===== src/rtl/nibble_sender_pkg.sv =====
// nibble_sender_pkg: shared types and constants for the nibble sender.
//   state_t     - sequencer states
//   NUM_NIBBLES - nibbles per transferred word
//   NIB_W       - bits per nibble
package nibble_sender_pkg;

  localparam int NUM_NIBBLES = 4;
  localparam int NIB_W       = 4;
  localparam int WORD_W      = NUM_NIBBLES * NIB_W;

  typedef enum logic [2:0] {
    IDLE,
    HOLD,
    GAP,
    RD_LO,
    RD_HI,
    FIN
  } state_t;

endpackage


===== src/rtl/nibble_phase_timer.sv =====
// nibble_phase_timer: down-counter pacing each sequencer phase.
//   clk      - clock
//   reset    - asynchronous active-low reset, clears the count
//   load     - load strobe, takes priority over counting
//   load_val - phase length minus one
//   expired  - high while the count sits at zero
// A phase loaded with N-1 expires in its N-th cycle.
module nibble_phase_timer #(
  parameter int CNT_W = 12
) (
  input  logic             clk,
  input  logic             reset,
  input  logic             load,
  input  logic [CNT_W-1:0] load_val,
  output logic             expired
);

  logic [CNT_W-1:0] count;

  always_ff @(posedge clk or negedge reset) begin
    if (!reset) begin
      count <= '0;
    end else if (load) begin
      count <= load_val;
    end else if (count != '0) begin
      count <= count - CNT_W'(1);
    end
  end

  assign expired = (count == '0);

endmodule


===== src/rtl/nibble_sender.sv =====
// nibble_sender: sends a 16-bit word to the multiplier tile one nibble at a
// time (MSB nibble first), pacing nib_valid slow enough for the tile's
// debouncer. Optional product readback is enabled by defining the macro
// NIBBLE_SENDER_READBACK_EN.
// Ports:
//   clk, reset        - clock, asynchronous active-low reset
//   start, word_in    - host request and word (sampled in IDLE only)
//   busy, done        - sequence in progress / one-cycle completion pulse
//   nib_data          - nibble on the tile data pins
//   nib_valid         - tile valid pin (registered, glitch-free)
//   rd_toggle         - tile byte select, 0 = low byte (readback only)
//   res_in            - tile io_out (readback only)
//   result            - captured product (readback only, else 0)
//   result_valid      - pulses with done on capture (readback only, else 0)
//
// state | meaning
// IDLE  | waiting for start
// HOLD  | nib_valid high for HOLD_CYCLES
// GAP   | nib_valid low for GAP_CYCLES, same nibble still on nib_data
// RD_LO | rd_toggle=0 settling, then capture low product byte
// RD_HI | rd_toggle=1 settling, then capture high product byte
// FIN   | done pulse, back to IDLE
module nibble_sender
  import nibble_sender_pkg::*;
#(
  parameter int HOLD_CYCLES   = 2048,
  parameter int GAP_CYCLES    = 2048,
  parameter int SETTLE_CYCLES = 4,
  parameter int CNT_W         = 12
) (
  input  logic              clk,
  input  logic              reset,
  input  logic              start,
  input  logic [WORD_W-1:0] word_in,
  output logic              busy,
  output logic              done,
  output logic [NIB_W-1:0]  nib_data,
  output logic              nib_valid,
  output logic              rd_toggle,
  input  logic [7:0]        res_in,
  output logic [15:0]       result,
  output logic              result_valid
);

  localparam logic [CNT_W-1:0] HOLD_LOAD   = CNT_W'(HOLD_CYCLES - 1);
  localparam logic [CNT_W-1:0] GAP_LOAD    = CNT_W'(GAP_CYCLES - 1);
  localparam logic [CNT_W-1:0] SETTLE_LOAD = CNT_W'(SETTLE_CYCLES - 1);
  localparam logic [1:0]       LAST_NIB    = 2'(NUM_NIBBLES - 1);

  state_t            state_q, state_d;
  logic [WORD_W-1:0] shift_q, shift_d;
  logic [1:0]        cnt_q, cnt_d;
  logic              tmr_load;
  logic [CNT_W-1:0]  tmr_val;
  logic              tmr_expired;
  logic              valid_q, busy_q, done_q;

`ifdef NIBBLE_SENDER_READBACK_EN
  logic        cap_lo, cap_hi;
  logic        toggle_q, rvalid_q;
  logic [15:0] result_q;
`endif

  nibble_phase_timer #(.CNT_W(CNT_W)) u_timer (
    .clk      (clk),
    .reset    (reset),
    .load     (tmr_load),
    .load_val (tmr_val),
    .expired  (tmr_expired)
  );

  always_comb begin
    state_d  = state_q;
    shift_d  = shift_q;
    cnt_d    = cnt_q;
    tmr_load = 1'b0;
    tmr_val  = '0;
`ifdef NIBBLE_SENDER_READBACK_EN
    cap_lo   = 1'b0;
    cap_hi   = 1'b0;
`endif
    case (state_q)
      IDLE: begin
        if (start) begin
          shift_d  = word_in;
          cnt_d    = '0;
          tmr_load = 1'b1;
          tmr_val  = HOLD_LOAD;
          state_d  = HOLD;
        end
      end
      HOLD: begin
        if (tmr_expired) begin
          tmr_load = 1'b1;
          tmr_val  = GAP_LOAD;
          state_d  = GAP;
        end
      end
      GAP: begin
        if (tmr_expired) begin
          if (cnt_q != LAST_NIB) begin
            // next nibble appears together with the rising valid edge
            shift_d  = {shift_q[WORD_W-NIB_W-1:0], {NIB_W{1'b0}}};
            cnt_d    = cnt_q + 2'd1;
            tmr_load = 1'b1;
            tmr_val  = HOLD_LOAD;
            state_d  = HOLD;
          end else begin
`ifdef NIBBLE_SENDER_READBACK_EN
            tmr_load = 1'b1;
            tmr_val  = SETTLE_LOAD;
            state_d  = RD_LO;
`else
            state_d  = FIN;
`endif
          end
        end
      end
`ifdef NIBBLE_SENDER_READBACK_EN
      RD_LO: begin
        if (tmr_expired) begin
          cap_lo   = 1'b1;
          tmr_load = 1'b1;
          tmr_val  = SETTLE_LOAD;
          state_d  = RD_HI;
        end
      end
      RD_HI: begin
        if (tmr_expired) begin
          cap_hi  = 1'b1;
          state_d = FIN;
        end
      end
`endif
      FIN:     state_d = IDLE;
      default: state_d = IDLE;
    endcase
  end

  // Outputs are registered from the next state so nib_valid and friends
  // change cleanly on the same edge as the state register.
  always_ff @(posedge clk or negedge reset) begin
    if (!reset) begin
      state_q <= IDLE;
      shift_q <= '0;
      cnt_q   <= '0;
      valid_q <= 1'b0;
      busy_q  <= 1'b0;
      done_q  <= 1'b0;
    end else begin
      state_q <= state_d;
      shift_q <= shift_d;
      cnt_q   <= cnt_d;
      valid_q <= (state_d == HOLD);
      busy_q  <= (state_d == HOLD) || (state_d == GAP) ||
                 (state_d == RD_LO) || (state_d == RD_HI);
      done_q  <= (state_d == FIN);
    end
  end

  assign nib_data  = shift_q[WORD_W-1 -: NIB_W];
  assign nib_valid = valid_q;
  assign busy      = busy_q;
  assign done      = done_q;

`ifdef NIBBLE_SENDER_READBACK_EN
  always_ff @(posedge clk or negedge reset) begin
    if (!reset) begin
      toggle_q <= 1'b0;
      rvalid_q <= 1'b0;
      result_q <= '0;
    end else begin
      toggle_q <= (state_d == RD_HI);
      rvalid_q <= (state_d == FIN);
      if (cap_lo) result_q[7:0]  <= res_in;
      if (cap_hi) result_q[15:8] <= res_in;
    end
  end

  assign rd_toggle    = toggle_q;
  assign result       = result_q;
  assign result_valid = rvalid_q;
`else
  logic unused_readback;
  assign unused_readback = ^{res_in, SETTLE_LOAD};

  assign rd_toggle    = 1'b0;
  assign result       = '0;
  assign result_valid = 1'b0;
`endif

endmodule


===== config.mk =====
export PLATFORM = sky130hd
export DESIGN_NAME = nibble_sender
export DESIGN_NICKNAME = d
export VERILOG_FILES = /design/src/rtl/nibble_sender_pkg.sv /design/src/rtl/nibble_phase_timer.sv /design/src/rtl/nibble_sender.sv
export SDC_FILE = /design/constraint.sdc
export NUM_CORES = 1
export LEC_CHECK = 0
export ABC_CLOCK_PERIOD_IN_PS = 2400
export BUFFER_PORTS_ARGS = -buffer_cell sky130_fd_sc_hd__buf_2
export CAP_MARGIN = 20
export CORE_ASPECT_RATIO = 1.25
export CORE_MARGIN = 5
export CORE_UTILIZATION = 50
export CTS_CLUSTER_SIZE = 20
export DETAILED_ROUTE_END_ITERATION = 6
export HOLD_SLACK_MARGIN = 0.08
export PLACE_DENSITY = 0.76
export RECOVER_POWER = 25
export SYNTH_ARGS = -nofsm -noshare
export SYNTH_HDL_FRONTEND = slang
export SYNTH_SLANG_ARGS = --single-unit

===== constraint.sdc =====
create_clock -name clk -period 2.4 [get_ports clk]
set_input_delay 0.6 -clock clk [delete_from_list [all_inputs] [get_ports clk]]
set_output_delay 0.6 -clock clk [all_outputs]
set_load 0.01 [all_outputs]

* After elaboration in Yosys (flattened, before gate mapping) *
Index checks and enable logic that the tools add are counted.

word-level totals
  bits in registers = 36
  word-level logic and storage cells = 54
  bits of input ports = 27

operators by class
  $add $sub $neg = 2
  multiplexer cells = 25
  equality and inequality tests = 11
  reductions and logical operators = 9

operators by type and width
  kind                     number
  $mux W16                 3
  $mux W11                 4
  $pmux W11 S3             1
  $pmux W16 S2             1
  $mux W12                 2
  $logic_not A12 Y1        1
  $mux W3                  4
  $reduce_bool A12 Y1      1
  $sub A12 B1 Y12 const B  1
  $eq A3 B2 Y1 const B     3
  $pmux W3 S3              1
  $ne A2 B2 Y1 const B     4
  $eq A3 B1 Y1 const B     2
  $eq A3 B3 Y1 const B     2
  $mux W2                  3
  $mux W1                  4
  $pmux W2 S2              1
  $reduce_and A4 Y1        1
  $reduce_bool A2 Y1       2
  $logic_not A3 Y1         1
  $logic_or A1 B1 Y1       3
  $pmux W1 S3              1
  $add A2 B1 Y2 const B    1

* Longest topological paths before layout *
  depth after elaboration = 8
  gate-level depth with buffers = 7
  depth with buffers taken out = 6

* By module *
Synthesis repeated with hierarchy kept, for this count alone.

unflattened totals
  cells, all modules = 184
  area, all modules = 2,139.6 µm²

by module, submodules not included
  module              seq. area each (µm²)  cells each  instances  area each (µm²)
  nibble_sender       600.6                 112         1          1,408.9
  nibble_phase_timer  300.3                 72          1          730.7

* Least setup slack after synthesis *
Ideal clock, no wire load.

  path type = register to register
  start = register u_timer.count[0]
  end = register shift_q[10]
  data arrival time = 1.891 ns
  data required time = 2.275 ns
  setup slack = 0.384 ns
  stages on the path, launching flop included = 8
  path through = dfrtp_1 inv_1 ha_1 nor4b_4 nand3_2 o31ai_4 buf_6 mux2_4

on the way
  longest elaborated chain between the ends = 3

RTL lines
  item                                line                      text
  from (decl)                         nibble_phase_timer.sv:18  logic [CNT_W-1:0] count;
  from (signal assigned)              nibble_phase_timer.sv:24  count <= load_val;
  from (signal assigned)              nibble_phase_timer.sv:26  count <= count - CNT_W'(1);
  $logic_not A12 Y1                   nibble_phase_timer.sv:30  assign expired = (count == '0);
  $ne A2 B2 Y1 (no source line)       -
  $reduce_and A4 Y1 (no source line)  -
  to (signal assigned)                nibble_sender.sv:152      shift_q <= shift_d;
  to (decl)                           nibble_sender.sv:51       logic [WORD_W-1:0] shift_q, shift_d;

Every way passes these cells.
A chain may end at the register's enable or synchronous reset.

* Worst setup path in the final report *
  start = register u_timer.count[0]
  end = register u_timer.count[7]

on the way
  longest elaborated chain between the ends = 4

RTL lines
  item
  branches (longest 4 deep; another with $sub A12 B1 Y12)

Several ways; the timed one is not identified. The select of a mux whose other input is x is not followed.

==> reports/metrics.cfg <==
[route]
via_per_inst=5.100
wl_um=3467
vias=1331
routedWlPerCell_um=13.28
remaining_drc_errors=0
ant_nets=0
firstDrtPassIters=4
drt_iter0_drc=40

[timing]
worst_slew_pin_slew_ps=880.1
setup_viol_count_final=0
slew_violations=0
fmax_ghz=0.4794
fin_skew_ps=3.963
hold_viol=0
rsz0062_at_grt=false
fin_ws_ps=314.2
relSlewSlack=0.4133
period_needed_ps=2086
post-route-period-util=0.8691
tns_ps=0

[logic_synthesis]
synthTopCellsByArea=dfrtp_1 45%, mux2_2 11%, buf_4 8.2%
yosys_warnings=0
synthAdderAreaFrac=0.01855
synth_top_family_by_area=multiplexers
ys_seq_elements=36
synth_top_area_share=0.4453
synth_top_flop_cell=dfrtp_1
ys_seq_area_frac=0.4453
synthSimpleGateAreaFrac=0.1571
synth_mux_area_frac=0.1682
synth_commonest_cells=36 x dfrtp_1, 22 x buf_4, 20 x mux2_2, 13 x nand2_1
synthesis.area_um2=2023
synth_compound_area_frac=0.07916
syn_avg_cell_area_um2=11.12
synth_edf_count=0
synth_top_cell_by_area=dfrtp_1
synth_xor_area_frac=0.01732
synth.most_common_cell=dfrtp_1
netlist_instances=182
yosys.cell_types.count=40
async_flop_share=1.000

[critical_path]
r2r_slack_ps=310
crit_required_ps=2550
r2r-start=u_timer.count[0]$_DFFE_PN0P_
slowest_delay_ps=660
worstPathCellList=inv_1 > ha_1 > or4b_2 > o211ai_1 > xnor2_1 > nand2_1
endpoint_kind=register
startpoint=u_timer.count[0]$_DFFE_PN0P_
start_kind=register
critical_path_class=register to register
arrival_ps=2240
path_max_fanout=5
slowest_stage=or4b_2

[cts]
ctsResizeCount=0
clock_latency_ps=290
numCtsBuffers=5
post_cts_buffers=0
clk_pin_slew_ps=70
cts_tree=done
cts.sink_count=36
clockBufferDepth=2
h-tree-depth=2
cts_hold_buffers=0
cts_root_buf=clkbuf_8

[power_and_ir_drop]
p_per_area_nw_per_um2=712.3
total_power_uw=1570
leakage_uw=0.0009897
switching_power_uw=479.1
switching_share=0.3052
ir_drop_v=0.0002996
combPwrFrac=0.198
seqPwrFrac=0.524
p_int_uw=1090
p_clk_frac=0.278

[min_path]
hold_class=primary input to asynchronous set/reset pin

[floorplan]
start_util=0.5259
dieHeight_um=81.12
rows=25
ios=52
die_w_um=66.90
coreArea_um2=3847
die_area_um2=5427

[global_routing]
grt_overflow_total=0
track_usage=0.1422
grt_max_degree=37
grt_pass1_wl_um=5740
antenna_found_initial=0
grt_pass1_vias=1293

[layout]
fin_nets=236
final_util=0.5727
antenna_cells=0
drive_gt1_frac=0.3092
fin_area_um2=2203
area_growth_syn_to_layout_pct=8.905

[job]
drv_cap=0

[placement]
dpl.hpwl_um=2508
dpl_cell_area_um2=2113
place_ws_ps=308.1
port_buffers=25
gp_congestion=0.7869

[run_status]
outcome=complete, no violations

-- final timing paths --
path | endpoint | depth (start not counted)
max | u_timer.count[7]$_DFFE_PN0P_ | 6
min | state_q[2]$_DFF_PN0_ | 1
max reg2reg | u_timer.count[7]$_DFFE_PN0P_ | 6
min reg2reg | cnt_q[0]$_DFFE_PN0P_ | 1
max in group asynchronous | shift_q[10]$_DFFE_PN0P_ | 1
min in group clk | cnt_q[0]$_DFFE_PN0P_ | 1
-- metal layers --
layer	wire length [um]	global-route usage
met2	1710	0.2421
met4	74	0.06694
met5	0	0
met3	226	0.04841
met1	1455	0.1581
-- layout by cell type, fill, tap and decap left out, types with 2 or more instances in the layout --
cell and n:
dfrtp_1 36, buf_2 24, mux2_2 20, conb_1 18, nand2_1 13, inv_1 9, nand3_1 9, o21ai_0 7
nor2_1 6, clkbuf_8 6, mux2_4 5, o211ai_1 5, nor4_1 4, mux2i_1 4, o31ai_1 3, xnor2_1 3
ha_1 3, or4_1 2, and3_1 2, or3_1 2, a21oi_1 2, nor3b_1 2, nand4_1 2, clkbuf_1 2
-- per-stage QoR --
stage / hold WS (ps) / instances
after floorplan: 304.4 / 199
after global placement: 472.8 / 253
after detailed placement: 486.7 / 253
after CTS: 409.5 / 261
after global routing: 494.9 / 261
final: 422.9 / 261
-- layout make-up --
type | count | area (um^2)
Clock buffer | 8 | 90.09
Multi-Input combinational cell | 127 | 958.4
Timing Repair Buffer | 27 | 152.6
Tap cell | 54 | 67.56
Sequential cell | 36 | 900.9
Inverter | 9 | 33.78
Fill cell | 332 | 1644
-- worst max-delay path, delay by kind of cell (launching register included) --
kind	cells	cell delay (ps)
xor gates and xnor gates	1	170
buffers and inverters	1	130
adders and majority gates	1	180
and+or+nand+nor	2	730
DFF	1	390
AOI/OAI and AO/OA	1	350
-- registers in the layout, summed over array words and instances, names as in the netlist --
| signal | count |
|---|---|
| u_timer.count | 12 |
| state_q | 3 |
| cnt_q | 2 |
| busy | 1 |
| shift_q | 16 |
| done | 1 |
| nib_valid | 1 |
-- power by group through the flow --
stage	Clock [uW]	Sequential [uW]	Combinational, uW
2_1_floorplan	0	809	275
3_3_place_gp	0	827	306
3_5_place_dp	0	833	313
4_1_cts	451	822	315
5_1_grt	479	837	361
6_report	436	822	311
-- kinds of logic after synthesis --
family,Yosys count
compound gates,22
xor+xnor,4
fa+ha+maj,3
buf+inv,36
flops,36
mux,29
other cells,1
simple gates,51
(Power assumes the default switching activity.)
